--- src/rtl/hazard_ctrl_v2.sv ---
// hazard_ctrl_v2: stall/flush/forward control for the 5-stage RV32 pipeline
// Ports: D/E/M/W register addresses and write enables in; E result/PC source selects,
// MDU op/done and data-memory req/ready in; cnt_clr clears the perf counters.
// Out: E forward selects, F/D/E stalls, D/E/M/W bubbles, sticky mem_timeout,
// saturating stall_cycles and flush_count.
module hazard_ctrl_v2 #(
  parameter int         REG_AW      = 5,
  parameter bit         FORWARD_EN  = 1'b1,
  parameter logic [1:0] LOAD_SEL    = 2'b01,
  parameter int         MEM_TIMEOUT = 255,
  parameter int         CNT_W       = 32
) (
  input  logic              clk,
  input  logic              reset,
  input  logic [REG_AW-1:0] D_rs1_addr,
  input  logic [REG_AW-1:0] D_rs2_addr,
  input  logic [REG_AW-1:0] E_rs1_addr,
  input  logic [REG_AW-1:0] E_rs2_addr,
  input  logic [REG_AW-1:0] E_rd_addr,
  input  logic [REG_AW-1:0] M_rd_addr,
  input  logic [REG_AW-1:0] W_rd_addr,
  input  logic              E_rd_wen,
  input  logic              M_rd_wen,
  input  logic              W_rd_wen,
  input  logic [1:0]        E_rd_src_sel,
  input  logic [1:0]        E_pc_src_sel,
  input  logic              E_mdu_op,
  input  logic              mdu_done,
  input  logic              M_mem_req,
  input  logic              mem_ready,
  input  logic              cnt_clr,
  output logic [1:0]        E_forward_src_a_sel,
  output logic [1:0]        E_forward_src_b_sel,
  output logic              F_stall_pc,
  output logic              F_stall_fetch_reg,
  output logic              stall_e,
  output logic              F_flush_fetch_reg,
  output logic              D_flush_decode_reg,
  output logic              flush_m,
  output logic              flush_w,
  output logic              mem_timeout,
  output logic [CNT_W-1:0]  stall_cycles,
  output logic [CNT_W-1:0]  flush_count
);
  localparam int WC_W = $clog2(MEM_TIMEOUT + 1);
  localparam logic [WC_W-1:0] WC_MAX = WC_W'(MEM_TIMEOUT);
  typedef enum logic {RUN, MEM_WAIT} state_t;
  state_t state, state_nx;
  logic [WC_W-1:0] wait_cnt, wait_nx;
  logic e1_m, e1_w, e2_m, e2_w, d_e, d_m;
  logic load_use, raw_stall, ld_stall, mem_stall, mdu_stall, redirect;
  // x0 is hard-wired zero, so a zero destination never creates a dependency
  assign e1_m = M_rd_wen && |M_rd_addr && M_rd_addr == E_rs1_addr;
  assign e1_w = W_rd_wen && |W_rd_addr && W_rd_addr == E_rs1_addr;
  assign e2_m = M_rd_wen && |M_rd_addr && M_rd_addr == E_rs2_addr;
  assign e2_w = W_rd_wen && |W_rd_addr && W_rd_addr == E_rs2_addr;
  assign d_e = E_rd_wen && |E_rd_addr && (E_rd_addr == D_rs1_addr || E_rd_addr == D_rs2_addr);
  assign d_m = M_rd_wen && |M_rd_addr && (M_rd_addr == D_rs1_addr || M_rd_addr == D_rs2_addr);
  assign load_use = E_rd_src_sel == LOAD_SEL && d_e;
  // write-first regfile: a W-stage producer is already visible in D
  assign raw_stall = !FORWARD_EN && (d_e || d_m);
  assign ld_stall = load_use || raw_stall;
  assign mem_stall = M_mem_req && !mem_ready;
  assign mdu_stall = E_mdu_op && !mdu_done;
  assign redirect = |E_pc_src_sel;
  always_comb begin
    E_forward_src_a_sel = 2'b00;
    E_forward_src_b_sel = 2'b00;
    F_stall_pc = 1'b0;
    F_stall_fetch_reg = 1'b0;
    stall_e = 1'b0;
    F_flush_fetch_reg = 1'b0;
    D_flush_decode_reg = 1'b0;
    flush_m = 1'b0;
    flush_w = 1'b0;
    if (reset) begin
      E_forward_src_a_sel = !FORWARD_EN ? 2'b00 : e1_m ? 2'b10 : e1_w ? 2'b01 : 2'b00;
      E_forward_src_b_sel = !FORWARD_EN ? 2'b00 : e2_m ? 2'b10 : e2_w ? 2'b01 : 2'b00;
      // a redirect squashes the wrong-path D instruction, so its hazard stall is moot
      F_stall_pc = mem_stall || mdu_stall || (!redirect && ld_stall);
      F_stall_fetch_reg = F_stall_pc;
      stall_e = mem_stall || mdu_stall;
      flush_w = mem_stall;
      flush_m = !mem_stall && mdu_stall;
      // redirect is held during E stalls and only acted on once E is free to advance
      F_flush_fetch_reg = !mem_stall && !mdu_stall && redirect;
      D_flush_decode_reg = !mem_stall && !mdu_stall && (redirect || ld_stall);
    end
  end
  always_comb begin
    state_nx = mem_stall ? MEM_WAIT : RUN;
    wait_nx = !mem_stall ? '0 : state == RUN ? WC_W'(1) : wait_cnt == WC_MAX ? wait_cnt : wait_cnt + 1'b1;
  end
  always_ff @(posedge clk or negedge reset)
    if (!reset) begin
      state <= RUN;
      wait_cnt <= '0;
      mem_timeout <= 1'b0;
    end else begin
      state <= state_nx;
      wait_cnt <= wait_nx;
      mem_timeout <= mem_timeout || wait_nx == WC_MAX;
    end
  always_ff @(posedge clk or negedge reset)
    if (!reset) begin
      stall_cycles <= '0;
      flush_count <= '0;
    end else if (cnt_clr) begin
      stall_cycles <= '0;
      flush_count <= '0;
    end else begin
      if (F_stall_pc && ~&stall_cycles) stall_cycles <= stall_cycles + 1'b1;
      if (F_flush_fetch_reg && ~&flush_count) flush_count <= flush_count + 1'b1;
    end
endmodule

--- config.mk ---
export PLATFORM = sky130hd
export DESIGN_NAME = hazard_ctrl_v2
export DESIGN_NICKNAME = d
export VERILOG_FILES = /design/src/rtl/hazard_ctrl_v2.sv
export SDC_FILE = /design/constraint.sdc
export NUM_CORES = 1
export LEC_CHECK = 0
export CAP_MARGIN = 10
export CELL_PAD_IN_SITES_DETAIL_PLACEMENT = 0
export CELL_PAD_IN_SITES_GLOBAL_PLACEMENT = 1
export CORE_MARGIN = 5
export CORE_UTILIZATION = 39
export DETAILED_ROUTE_END_ITERATION = 7
export GPL_TIMING_DRIVEN = 0
export PLACE_DENSITY = 0.95
export SLEW_MARGIN = 20
export SYNTH_ARGS = -nofsm -noshare
export SYNTH_HDL_FRONTEND = slang
export SYNTH_SLANG_ARGS = --single-unit
--- constraint.sdc ---
create_clock -name clk -period 4.04 [get_ports clk]
set_input_delay 0.808 -clock clk [delete_from_list [all_inputs] [get_ports clk]]
set_output_delay 0.808 -clock clk [all_outputs]
set_load 0.03 [all_outputs]
# Yosys cells after proc, flatten, opt, wreduce, memory -nomap -nowiden

Cells that the tools add are included.

Output and inout bits: 76
Register bits after elaboration: 74

Reductions and logical operators: 38
Equal/unequal tests: 9
Mux-type cells: 20
Add/subtract/negate cells: 3

Operator list:

| kind                                          | count |
|---|---|
| two-way mux 32 bit                            | 4 |
| adder 32 x 1 -> 32 bit, second input constant | 2 |
| AND reduction 32 bit                          | 2 |
| == test 5 bit                                 | 6 |
| two-way mux 8 bit                             | 3 |
| logical AND 1 bit                             | 18 |
| == test 8 bit, second input constant          | 2 |
| OR reduction 5 bit                            | 3 |
| two-way mux 1 bit                             | 9 |
| adder 8 x 1 -> 8 bit, second input constant   | 1 |
| two-way mux 2 bit                             | 4 |
| logical NOT 1 bit                             | 7 |
| logical OR 1 bit                              | 5 |
| nonzero test 2 bit                            | 2 |
| == test 2 x 1 -> 1 bit, second input constant | 1 |
| OR reduction 2 bit                            | 1 |

# Logic depth before layout (Yosys ltp)

Word-level depth: 10
Mapped depth: 8
Depth with buffers taken out: 7

# Least setup slack after synthesis

Ideal clock, no wire load.

Kind: input-to-output
Start point: in mem_ready
End point: out F_stall_pc
Stages: 8
Arrival: 2.634 ns
Required time: 3.232 ns
Path slack: 0.598 ns
Buffers on the path: 2
Path through: nand2b_1 > inv_1 > o21ai_1 > inv_1 > a41oi_1 > clkbuf_1 > inv_1 > buf_4

Longest elaborated chain between the ends: 5

RTL lines:

| element                        | line | RTL |
|---|---|---|
| from (decl)                    | 30   | `input logic mem_ready,` |
| logical NOT 1 bit              | 63   | `assign mem_stall = M_mem_req && !mem_ready;` |
| logical AND 1 bit              | 63   |  |
| via mem_stall                  | 51   | `logic load_use, raw_stall, ld_stall, mem_stall, mdu_stall, redirect;` |
| logical OR 1 bit (2 in series) | 80   | `F_stall_pc = mem_stall \|\| mdu_stall \|\| (!redirect && ld_stall);` |
| two-way mux 1 bit              | --   |  |
| to (decl)                      | 34   | `output logic F_stall_pc,` |

The timed path passes the listed nets, and every way through them passes these cells.

# Worst setup path in the final report

Start point: in mem_ready
End point: out F_stall_pc

Longest elaborated chain between the ends: 5

RTL lines:

| element                        | line | RTL |
|---|---|---|
| logical NOT 1 bit              | 63   |  |
| logical AND 1 bit              | 63   |  |
| via mem_stall                  | 51   |  |
| logical OR 1 bit (2 in series) | 80   |  |
| two-way mux 1 bit              | 76   | `if (reset) begin` |

The timed path passes the listed nets, and every way through them passes these cells.

==> impl_metrics.toml <==
[status]
status = "finished, final reports clean"

[route]
avgRoutedWirePerCell_um = 16.39
drc = 0
totalWireLength_mm = 12.84
dr.pass1.iters = 4
antenna_left = 0
vias = 4306
dr.first_iter.drc_count = 223
routed_via_density = 5.499

[cells_and_area]
drive_above_1_share_pct = 6.250
fin_area_um2 = 6259
final_nets = 687
n_antenna_cell = 0
area_delta_synth_final_pct = 38.48

[timing]
finalSetupTns_ps = 0
fmaxAchievable_ghz = 0.2578
skew_ps = 10.55
setup_ws_ps = 160.3
slew_headroom_pct = 53.23
worstMarginPinSlew_ps = 696.2
rsz0062_at_grt = "false"
setup_viol = 0
post-route-period-util_pct = 96.03
finalMaxSlewViolations = 0
final_hold_viol_count = 0
fin_crit_ps = 3880

[worst_setup_path]
critPathTopFamily = "buffers and inverters"
max_stage_delay_ps = 440
worst-path-buf-inv = 7
cp_max_fo = 10
critical_path_class = "in2out"
cp-start-kind = "input pin"
path_cells = "clkdlybuf4s50_1 -> nand2b_1 -> inv_1 -> o21ai_4 -> inv_1 -> a41oi_4 -> clkbuf_4 -> inv_1 -> buf_4 -> dlygate4sd2_1"
required_ps = 3230
arrival_ps = 3070
ff2ff_setup_slack_ps = 1460
worst_path_max_delay_cell = "clkdlybuf4s50_1"
cp-end-kind = "output pin"
path_common_cell = "inv_1"

[grt]
grt_max_degree = 47
antenna_found_initial = 0
grt_overflow = 0
grt_pass1_wl_mm = 21.45
grt_pass1_vias = 4382
grt_util_all_layers_pct = 18.30

[pwr]
p_per_area_nw_per_um2 = 268.7
ir_worst_vdd_uv = 145.4
power.leakage_uw = 0.002367

[synthesis]
synth_area_per_cell_um2 = 9.057
yosysWarningCount = 0
ys_seq_area_share_pct = 40.97
syn_nets = 551
synth_cell_types = 52
synth-edff-count = 0
ys.flop_type = "dfrtp_1"
synthArstFlopShare_pct = 100.0
synth_cells = 499
synth_area_um2 = 4519
ys_seq_elements = 74

[floorplanning]
die_h_um = 117.6
coreArea_um2 = 11370
rows = 39
start_util_pct = 39.75
chipWidth_um = 117.6
die-area_um2 = 13840
pin_count = 125

[flow_run]
maxCapViolCount = 0

[place]
pre_cts_ws_ps = -687.7
place.gp.congestion = 0.8560
postPlaceCellArea_um2 = 5957
dp_hpwl_mm = 9.652
portBuffers = 124

[clocking]
cts_buffers = 9
cts_tree = "built"
post-cts-setup-buffer-count = 0
clk_path_buf_depth = 2
clock-root-buffer = "clkbuf_16"
insertion_delay_ps = 340
htreeDepth = 3
cts_hold_buffers = 0
clkSinkCount = 74
clkTransAtPathRegs_ps = 60

[worst_hold_path]
hold_class = "reg2reg"
==> metal layers <==
layer | global-route usage [%] | wire (um)
met5 | 0 | 0
met1 | 23.90 | 5778
met3 | 4.181 | 565
met2 | 30.98 | 6411
met4 | 4.014 | 80
==> cells in the final DEF, fill, tap and decap left out, drive strengths merged, types with 2 or more instances in the layout <==
cell type      count
dfrtp             74
nor2              53
and2               6
or3               23
nor4b              3
and3              11
buf                4
clkinvlp           4
clkdlybuf4s50    119
xor2              34
nand2             32
or3b               2
and4               2
clkbuf            22
xnor2             34
ha                 3
clkinv             2
o22ai              2
o211ai             2
nand2b             2
a21oi             28
o21ai             29
mux2i              4
nor2b             14
nor3              11
nor3b              4
nand4             29
or4                8
mux2               5
nor4              11
dlygate4sd2        4
nand3b             3
nand3             34
inv                9
a211o              2
==> Yosys cell counts (3+ instances only) <==
library cell  count  share of area [%]
ha_1              3               0.83
nand3_1          32                3.5
xnor2_1          34                6.6
o21ai_0          28                3.1
clkbuf_1         12                1.0
and3_1           11                1.5
mux2i_1           4               0.89
nor2_1           53                4.4
xor2_1           34                6.6
or4_1             7                1.2
a21oi_1          28                3.1
mux2_2            5                1.2
nor4_1            9                1.2
nor2b_1          14                1.9
or3_1            23                3.2
and2_1            6               0.83
nor3b_1           3               0.50
nand2_1          31                2.6
nor3_1           11                1.2
nand3b_1          3               0.50
dfrtp_1          74                 41
nand4_1          28                3.9
inv_1             9               0.75
==> registers in the layout, summed over array words and instances (netlist names) <==
register / flops
flush_count: 32
stall_cycles: 32
wait_cnt: 8
mem_timeout: 1
state: 1
==> where the power goes <==
part           internal [uW]  total [uW]  switching [uW]
Sequential               744         748            3.42
Combinational           87.5         196             109
Clock                    416         738             323
Total                   1250        1680             435
==> through the flow <==
| step | utilization [%] | power (uW) | cells | hold WS, ps |
|---|---|---|---|---|
| floorplan | - | 844.8 | 499 | 418.8 |
| global placement | 52.24 | 948.9 | 766 | 425.2 |
| detailed placement | 52.39 | 955.5 | 767 | 431.0 |
| CTS | 54.98 | 1697 | 783 | 439.0 |
| global route | 55.05 | 1745 | 783 | 451.0 |
| finish | 55.05 | 1682 | 783 | 436.9 |
==> final timing paths <==
check / from / to / cells past startpoint
setup / recovery: mem_ready / F_stall_pc / 10
hold / removal: state / wait_cnt[0] / 1
setup reg to reg: flush_count[14] / flush_count[9] / 7
hold reg to reg: state / wait_cnt[0] / 1
max in group asynchronous: reset / stall_cycles[25] / 2
min in group asynchronous: reset / wait_cnt[7] / 1
==> area by class of cell <==
class,instances,area (um^2)
fill,997,5111
clock buffer,10,229.0
timing repair buffer,125,1254
inverter,9,33.78
tap,143,178.9
multi-input combinational,402,2604
buffer,14,63.81
sequential,74,1852
clock inverter,6,43.79
==> cells by family (layout without fill, tap and decap cells) <==
kind of cell    Yosys count  in the layout  synth area share (%)
simple gates            250            250                 31.17
flops                    74             74                 40.97
compound gates           72             72                 9.634
xor+xnor                 68             68                 13.18
buf+inv                  23            164                 2.076
mux                       9              9                 2.132
fa+ha+maj                 3              3                0.8307
==> what timing repair did <==
item                                    4_1_cts  5_1_grt
resized for setup                             9        1
gates cloned                                  0        0
endpoints found under the hold margin         0        0
endpoints found under the setup margin        4        1
pin swaps                                     0        0
==> worst reg2reg max path, cell delays in order, from the launching register on <==
cell      delay, ps
dfrtp_1         450
nand4_1         250
nor3_1          650
a31oi_1         320
clkbuf_1        350
nand3_1         200
xor2_1          170
nor2_1           60
Power figures use the tool's default switching activity.
